File: config.mk
export PLATFORM = sky130hd
export DESIGN_NAME = ll_sequencer
export DESIGN_NICKNAME = d
export VERILOG_FILES = /design/src/rtl/ll_sequencer.sv
export SDC_FILE = /design/constraint.sdc
export NUM_CORES = 1
export LEC_CHECK = 0
export CELL_PAD_IN_SITES_DETAIL_PLACEMENT = 1
export CELL_PAD_IN_SITES_GLOBAL_PLACEMENT = 2
export CORE_UTILIZATION = 26
export CTS_CLUSTER_SIZE = 40
export DETAILED_ROUTE_END_ITERATION = 6
export PLACE_DENSITY = 0.8
export SLEW_MARGIN = 20
export SYNTH_ARGS = -nofsm -noshare
export SYNTH_HDL_FRONTEND = slang
export SYNTH_SLANG_ARGS = --single-unit
File: constraint.sdc
create_clock -name clk -period 3.1 [get_ports clk]
set_input_delay 0.93 -clock clk [delete_from_list [all_inputs] [get_ports clk]]
set_output_delay 0.93 -clock clk [all_outputs]
set_load 0.05 [all_outputs]
File: src/rtl/ll_sequencer.sv
// Lunar-lander sequencer: step divider, pushbutton capture, and the
// fly/write/landed/crashed controller that drives the state-memory write enable.
module ll_sequencer #(
  parameter int unsigned TICK_DIV    = 25,
  parameter logic [15:0] THRUST_INIT = 16'h0005,
  parameter logic [15:0] SAFE_VEL    = 16'h9970,
  parameter logic [15:0] SAFE_THRUST = 16'h0005
) (
  input  logic        clk,
  input  logic        rst,
  input  logic [20:0] pb,
  input  logic [15:0] alt,
  input  logic [15:0] vel,
  input  logic [15:0] fuel,
  input  logic [15:0] alt_n,
  output logic [15:0] thrust_n,
  output logic        wen,
  output logic        tick,
  output logic [1:0]  disp_sel,
  output logic        land,
  output logic        crash
);

  typedef enum logic [1:0] {S_FLY = 2'd0, S_WRITE = 2'd1, S_LANDED = 2'd2, S_CRASHED = 2'd3} state_t;

  state_t      state_q, state_d;
  logic [15:0] cnt_q;
  logic [13:0] sync1_q, sync2_q, prev_q;
  logic [13:0] rise_s;
  logic [15:0] treq_q;
  logic [1:0]  disp_q;
  logic        td_q, us_q;
  logic        td_s, us_s;
  logic        unused_bits_s;

  // Lowest pressed digit wins when several rise together.
  function automatic logic [3:0] lowest_digit(input logic [9:0] d);
    logic [3:0] res;
    res = 4'd0;
    for (int i = 9; i >= 0; i--) begin
      if (d[i]) res = i[3:0];
    end
    return res;
  endfunction

  assign unused_bits_s = ^{alt, pb[20], pb[15:10]};

  // Step divider, free-running in every state.
  always_ff @(posedge clk or posedge rst) begin
    if (rst) begin
      cnt_q <= 16'd0;
    end else if (cnt_q == 16'(TICK_DIV - 1)) begin
      cnt_q <= 16'd0;
    end else begin
      cnt_q <= cnt_q + 16'd1;
    end
  end

  assign tick = (cnt_q == 16'(TICK_DIV - 1));

  // Two-flop synchronizer plus previous-value flop for rising-edge detection.
  always_ff @(posedge clk or posedge rst) begin
    if (rst) begin
      sync1_q <= 14'd0;
      sync2_q <= 14'd0;
      prev_q  <= 14'd0;
    end else begin
      sync1_q <= {pb[19:16], pb[9:0]};
      sync2_q <= sync1_q;
      prev_q  <= sync2_q;
    end
  end

  assign rise_s = sync2_q & ~prev_q;

  // Thrust request and display select captured from button events.
  always_ff @(posedge clk or posedge rst) begin
    if (rst) begin
      treq_q <= THRUST_INIT;
      disp_q <= 2'd0;
    end else begin
      if ((state_q == S_FLY || state_q == S_WRITE) && (|rise_s[9:0])) begin
        treq_q <= {12'd0, lowest_digit(rise_s[9:0])};
      end else begin
        treq_q <= treq_q;
      end
      if (rise_s[13])      disp_q <= 2'd0;
      else if (rise_s[12]) disp_q <= 2'd1;
      else if (rise_s[11]) disp_q <= 2'd2;
      else if (rise_s[10]) disp_q <= 2'd3;
      else                 disp_q <= disp_q;
    end
  end

  assign thrust_n = (fuel == 16'h0000) ? 16'h0000 : treq_q;
  assign disp_sel = disp_q;

  assign td_s = (alt_n == 16'h0000) || (alt_n[15:12] >= 4'd5);
  assign us_s = ((vel[15:12] >= 4'd5) && (vel <= SAFE_VEL)) || (thrust_n > SAFE_THRUST);

  // State register plus touchdown/unsafe flags latched on the step strobe.
  always_ff @(posedge clk or posedge rst) begin
    if (rst) begin
      state_q <= S_FLY;
      td_q    <= 1'b0;
      us_q    <= 1'b0;
    end else begin
      state_q <= state_d;
      if (state_q == S_FLY && tick) begin
        td_q <= td_s;
        us_q <= us_s;
      end else begin
        td_q <= td_q;
        us_q <= us_q;
      end
    end
  end

  // Next-state logic.
  always_comb begin
    state_d = state_q;
    case (state_q)
      S_FLY:     state_d = tick ? S_WRITE : S_FLY;
      S_WRITE: begin
        if (!td_q)     state_d = S_FLY;
        else if (us_q) state_d = S_CRASHED;
        else           state_d = S_LANDED;
      end
      S_LANDED:  state_d = S_LANDED;
      S_CRASHED: state_d = S_CRASHED;
      default:   state_d = S_FLY;
    endcase
  end

  // Outputs decoded from the state register only.
  always_comb begin
    wen   = 1'b0;
    land  = 1'b0;
    crash = 1'b0;
    case (state_q)
      S_WRITE:   wen   = 1'b1;
      S_LANDED:  land  = 1'b1;
      S_CRASHED: crash = 1'b1;
      default: begin
        wen   = 1'b0;
        land  = 1'b0;
        crash = 1'b0;
      end
    endcase
  end

endmodule
After elaboration in Yosys (flattened, before gate mapping):

Cells that the tools add are included.
W data, S select, Z words.

* output and inout port bits: 22
* input bits: 87
* register bits after elaboration: 68

* magnitude comparators: 4
* add/sub/neg operators: 1
* bitwise logic cells: 2
* multiplexer cells: 23
* equality and inequality tests: 4
* reduce and logical (&&, ||, !) cells: 11

Operator list (count)
* $mux W4: 11
* $logic_not A16 Y1: 2
* $add A16 B1 Y16 const B: 1
* $eq A16 B5 Y1 const B: 1
* $le A16 B16 Y1 const B: 1
* $mux W16: 1
* $and A14 B14 Y14: 1
* $not A14 Y14: 1
* $mux W2: 5
* $reduce_or A10 Y1: 1
* $ge A4 B3 Y1 const B: 2
* $pmux W2 S4: 1
* $mux W1: 5
* $eq A2 B2 Y1 const B: 2
* $gt A4 B3 Y1 const B: 1
* $reduce_bool A4 Y1: 1
* $logic_and A1 B1 Y1: 3
* $logic_or A1 B1 Y1: 3
* $eq A2 B1 Y1 const B: 1
* $logic_not A2 Y1: 1

Longest topological paths before layout:

* depth after elaboration: 12
* mapped depth: 8

Least setup slack after synthesis:

Ideal clock, no wire load.

* path kind: input -> output
* start: input port fuel[0]
* end: output port thrust_n[0]
* slack: 0.469 ns
* arrival: 1.701 ns
* path buffers: 0
* cell stages on the path: 3
* cell sequence: nor4_1 -> nand4_1 -> and2_1

* word-level cells in the longest chain between the ends: 2

RTL lines
* start, declared: RTL line 14 `input logic [15:0] fuel,`
* $logic_not A16 Y1: RTL line 95 `assign thrust_n = (fuel == 16'h0000) ? 16'h0000 : treq_q;`
* $mux W4: RTL line 95
* end, declared: RTL line 16 `output logic [15:0] thrust_n,`

No other way between the ends.

Worst setup path after layout:

* start: input port fuel[6]
* end: output port thrust_n[1]

The elaborated chain is that of the path after synthesis.

==> results <==
-- routing by layer --
layer | part of all wire | wire length, um | up-vias | global-route usage
met1 | 0.42 | 2420 | 884 | 0.133
met4 | 0.032 | 185 | 0 | 0.0633
met2 | 0.49 | 2820 | 66 | 0.189
li1 | - | - | 899 | -
met3 | 0.063 | 364 | 15 | 0.0302
met5 | 0 | 0 | - | 0
-- critical path, stage by stage --
cell and delay [ps]:
sky130_fd_sc_hd__clkdlybuf4s50_1 440, sky130_fd_sc_hd__nor4_2 170, sky130_fd_sc_hd__nand4_1 240, sky130_fd_sc_hd__and2_4 240, sky130_fd_sc_hd__buf_8 140
-- logic make-up (layout without fill, tap and decap cells) --
logic type,Yosys count,count (layout),synth area share
compound gates,23,23,0.0613
flops,68,68,0.633
simple gates,87,87,0.191
other cells,1,12,0.00139
fa+ha+maj,2,2,0.00929
mux,3,3,0.0125
xor+xnor,13,13,0.0423
buf+inv,19,100,0.0497
-- area by class of cell --
type                    instances  area [sq um]  area share
clock buffers                   9           124      0.0323
clock inverters                 7          98.8      0.0258
inverters                       5          18.8     0.00490
multi-input cells             140           932       0.243
flip-flops and latches         68          1700       0.445
well taps                     133           166      0.0434
repair buffers                 79           790       0.206
-- cells in the mapped netlist, drive strengths merged, types with 4 or more instances --
cell type   n
nor2       16
dfrtp      66
nand3       4
and3        4
a21o        4
nor4       13
nor2b      15
nor3        5
nand2       9
nand4       4
xnor2       5
buf        13
inv         5
xor2        8
and2        5
-- worst max-delay path by stage --
stage,to
after floorplan,cnt_q[0]
after global placement,thrust_n[0]
after detailed placement,thrust_n[1]
after CTS,thrust_n[3]
after global routing,thrust_n[1]
final,thrust_n[1]
-- cell usage in the layout, fill, tap and decap left out, types with 6 or more instances in the layout --
| cell | instances |
|---|---|
| sky130_fd_sc_hd__nor4_2 | 6 |
| sky130_fd_sc_hd__dlygate4sd2_1 | 8 |
| sky130_fd_sc_hd__nand2_1 | 9 |
| sky130_fd_sc_hd__clkbuf_8 | 9 |
| sky130_fd_sc_hd__nor4_1 | 7 |
| sky130_fd_sc_hd__conb_1 | 12 |
| sky130_fd_sc_hd__nor2_1 | 16 |
| sky130_fd_sc_hd__clkdlybuf4s50_1 | 53 |
| sky130_fd_sc_hd__dlymetal6s2s_1 | 7 |
| sky130_fd_sc_hd__buf_4 | 7 |
| sky130_fd_sc_hd__dfrtp_1 | 66 |
| sky130_fd_sc_hd__nor2b_1 | 15 |
| sky130_fd_sc_hd__xor2_1 | 8 |
-- through the flow --
| stage | hold WS [ps] | util | power, W | setup slack, ps |
|---|---|---|---|---|
| final | 345 | 0.387 | 0.00228 | 0.804 |
| after global placement | 334 | 0.357 | 0.00144 | -97.2 |
| after CTS | 351 | 0.384 | 0.00230 | 1.16 |
| after floorplan | 331 | - | 0.00129 | 462 |
| after detailed placement | 336 | 0.357 | 0.00145 | -148 |
| after global routing | 350 | 0.387 | 0.00239 | -60.7 |
-- timing repair --
action,CTS,global route
gates resized for setup,17,11
setup endpoints to repair,4,4
setup buffers,1,0
pin swaps,9,6
-- state kept, by name, indices dropped and copies added, names as in the netlist --
register / cells
td_q: 1
us_q: 1
disp_sel: 2
sync1_q: 14
prev_q: 14
sync2_q: 14
state_q: 2
cnt_q: 16
treq_q: 4
-- where the power goes --
group,internal (W),switching [W],leakage [nW],total (W)
clock,0.000458,0.000348,0.110,0.000806
combinational,0.000221,0.000256,0.802,0.000478
sequential,0.000958,0.0000387,0.819,0.000997
==> flow_summary.rst <==
.. list-table::
   :header-rows: 1

   * - Metric
     - Value
   * - Slew of the pin with the lowest slew margin
     - 654 ps
   * - Remaining routing DRC violations
     - 0
   * - Total of buffers placed on input and output ports
     - 73
   * - Std cell rows
     - 36
   * - Number of enable flip-flop cells after synthesis
     - 0
   * - Fraction of synthesized cell area taken by the top area cell type
     - 0.613
   * - Number of antenna-violating nets in the routed design
     - 0
   * - DP Area
     - 3540 sq um
   * - Pins Over Slew Limit
     - 0
   * - Number of antenna diodes
     - 0
   * - Final worst clock skew
     - 6.90 ps
   * - Sort of element at the start of the critical path
     - primary input
   * - Register-to-register setup slack
     - 1250 ps
   * - Cells after DPL
     - 424
   * - Post-route clock period utilization
     - 1.00
   * - Leading area contributor after synthesis
     - sky130_fd_sc_hd__dfrtp_1
   * - Initial DRT Pass Iterations
     - 3
   * - Most common flop cell mapped by yosys
     - sky130_fd_sc_hd__dfrtp_1
   * - Clock root buffer master
     - sky130_fd_sc_hd__clkbuf_8
   * - Fraction of final layout cells with drive strength greater than 1
     - 0.146
   * - Final design area excluding fillers
     - 3830 sq um
   * - Floorplan Core Area
     - 9910 sq um
   * - Final weighted congestion in routability-driven placement
     - roughly 0.72
   * - Total Die Area
     - 10800 sq um
   * - Horizontal die dimension
     - 104 um
   * - Hold path start
     - sync1_q[10]
   * - Fraction of synthesis flops using an asynchronous set or reset pin
     - 1.00
   * - Run status
     - completed
   * - Clock transition at path regs
     - 80 ps
   * - Filler instances
     - about 1100
   * - Largest net degree at the start of global routing
     - 28
   * - Critical path class
     - in2out
   * - Final number of hold-violating endpoints
     - 0
   * - Via total after detailed routing
     - 1864
   * - Detail-routed via count per cell
     - 4.23
   * - Maximum clock rate
     - around 0.32 GHz
   * - FF-to-FF path depth
     - 4
   * - Register bit total from synthesis
     - 68
   * - Vias in the first global route
     - approximately 2000
   * - Number of clock sinks seen by CTS
     - 68
   * - Cell depth of the worst hold path
     - 0
   * - Worst reg2reg path endpoint
     - cnt_q[13]
   * - Endpoint type of the worst setup path
     - output pin
   * - Half-perimeter wire length after placement
     - around 4.3 mm
   * - Leakage power of the design
     - between 1.5 and 2 nW
   * - Cells after Synth
     - 216
   * - Cts bufs inserted
     - 9
   * - Sequential cell area fraction in the yosys report
     - 0.633
   * - Remaining global-route overflow
     - 0
   * - Vertical extent of the die
     - 104 um
   * - Crit. Startpoint
     - fuel[6]
   * - Clock network latency to the later pin of the worst-skew pair
     - 340 ps
   * - Total Negative Setup Slacks
     - 0 ps
   * - Arrival time of data at the critical path endpoint
     - between 2000 and 2500 ps
   * - Start of the worst register-to-register path
     - cnt_q[2]
   * - Tmin final
     - 3100 ps
   * - Worst Hold End
     - sync2_q[10]
   * - Mean instance size in the synthesized netlist
     - 12.5 sq um
   * - Pwr/cell area
     - ~590 nW/um^2
   * - Initial Util
     - 0.272
   * - Avg WL per Cell
     - about 13 um
   * - Initial DRC Count
     - 80
   * - Class of the tightest hold or removal check
     - reg2reg
   * - Post-CTS Hold Fix Bufs
     - 0
   * - Routed WL
     - 5.79 mm
   * - Antenna violations before repair
     - 0
   * - Worst-case vdd ir drop
     - 0.262 mV
   * - H-tree depth
     - 3
   * - Nets@finish
     - 392
   * - Overall global routing resource usage
     - 0.114
   * - CP Data Required Time
     - 2170 ps
   * - Non-Filler Instances
     - 441
   * - CTS tree
     - yes
   * - Maximum fanout along the worst path
     - 5
   * - Headroom to the max-slew limit
     - 0.560
   * - Maxcap violations
     - 0
   * - Global-route wire length before repair
     - a little under 10 mm
   * - Area added between synthesis and finish
     - 42.3%
   * - Top cells by area, synth
     - sky130_fd_sc_hd__dfrtp_1 (61%), sky130_fd_sc_hd__nor2b_1 (3.5%), sky130_fd_sc_hd__buf_4 (3.3%)
   * - YS warnings
     - 0
   * - Distinct cell type count after synthesis
     - between 40 and 50
   * - Synth Cell Area
     - 2690 sq um
   * - CTS max path bufs
     - 2
   * - Number of top-level pins
     - 109
   * - Count of endpoints failing setup in the final report
     - 0
Power figures use the tool's default switching activity.
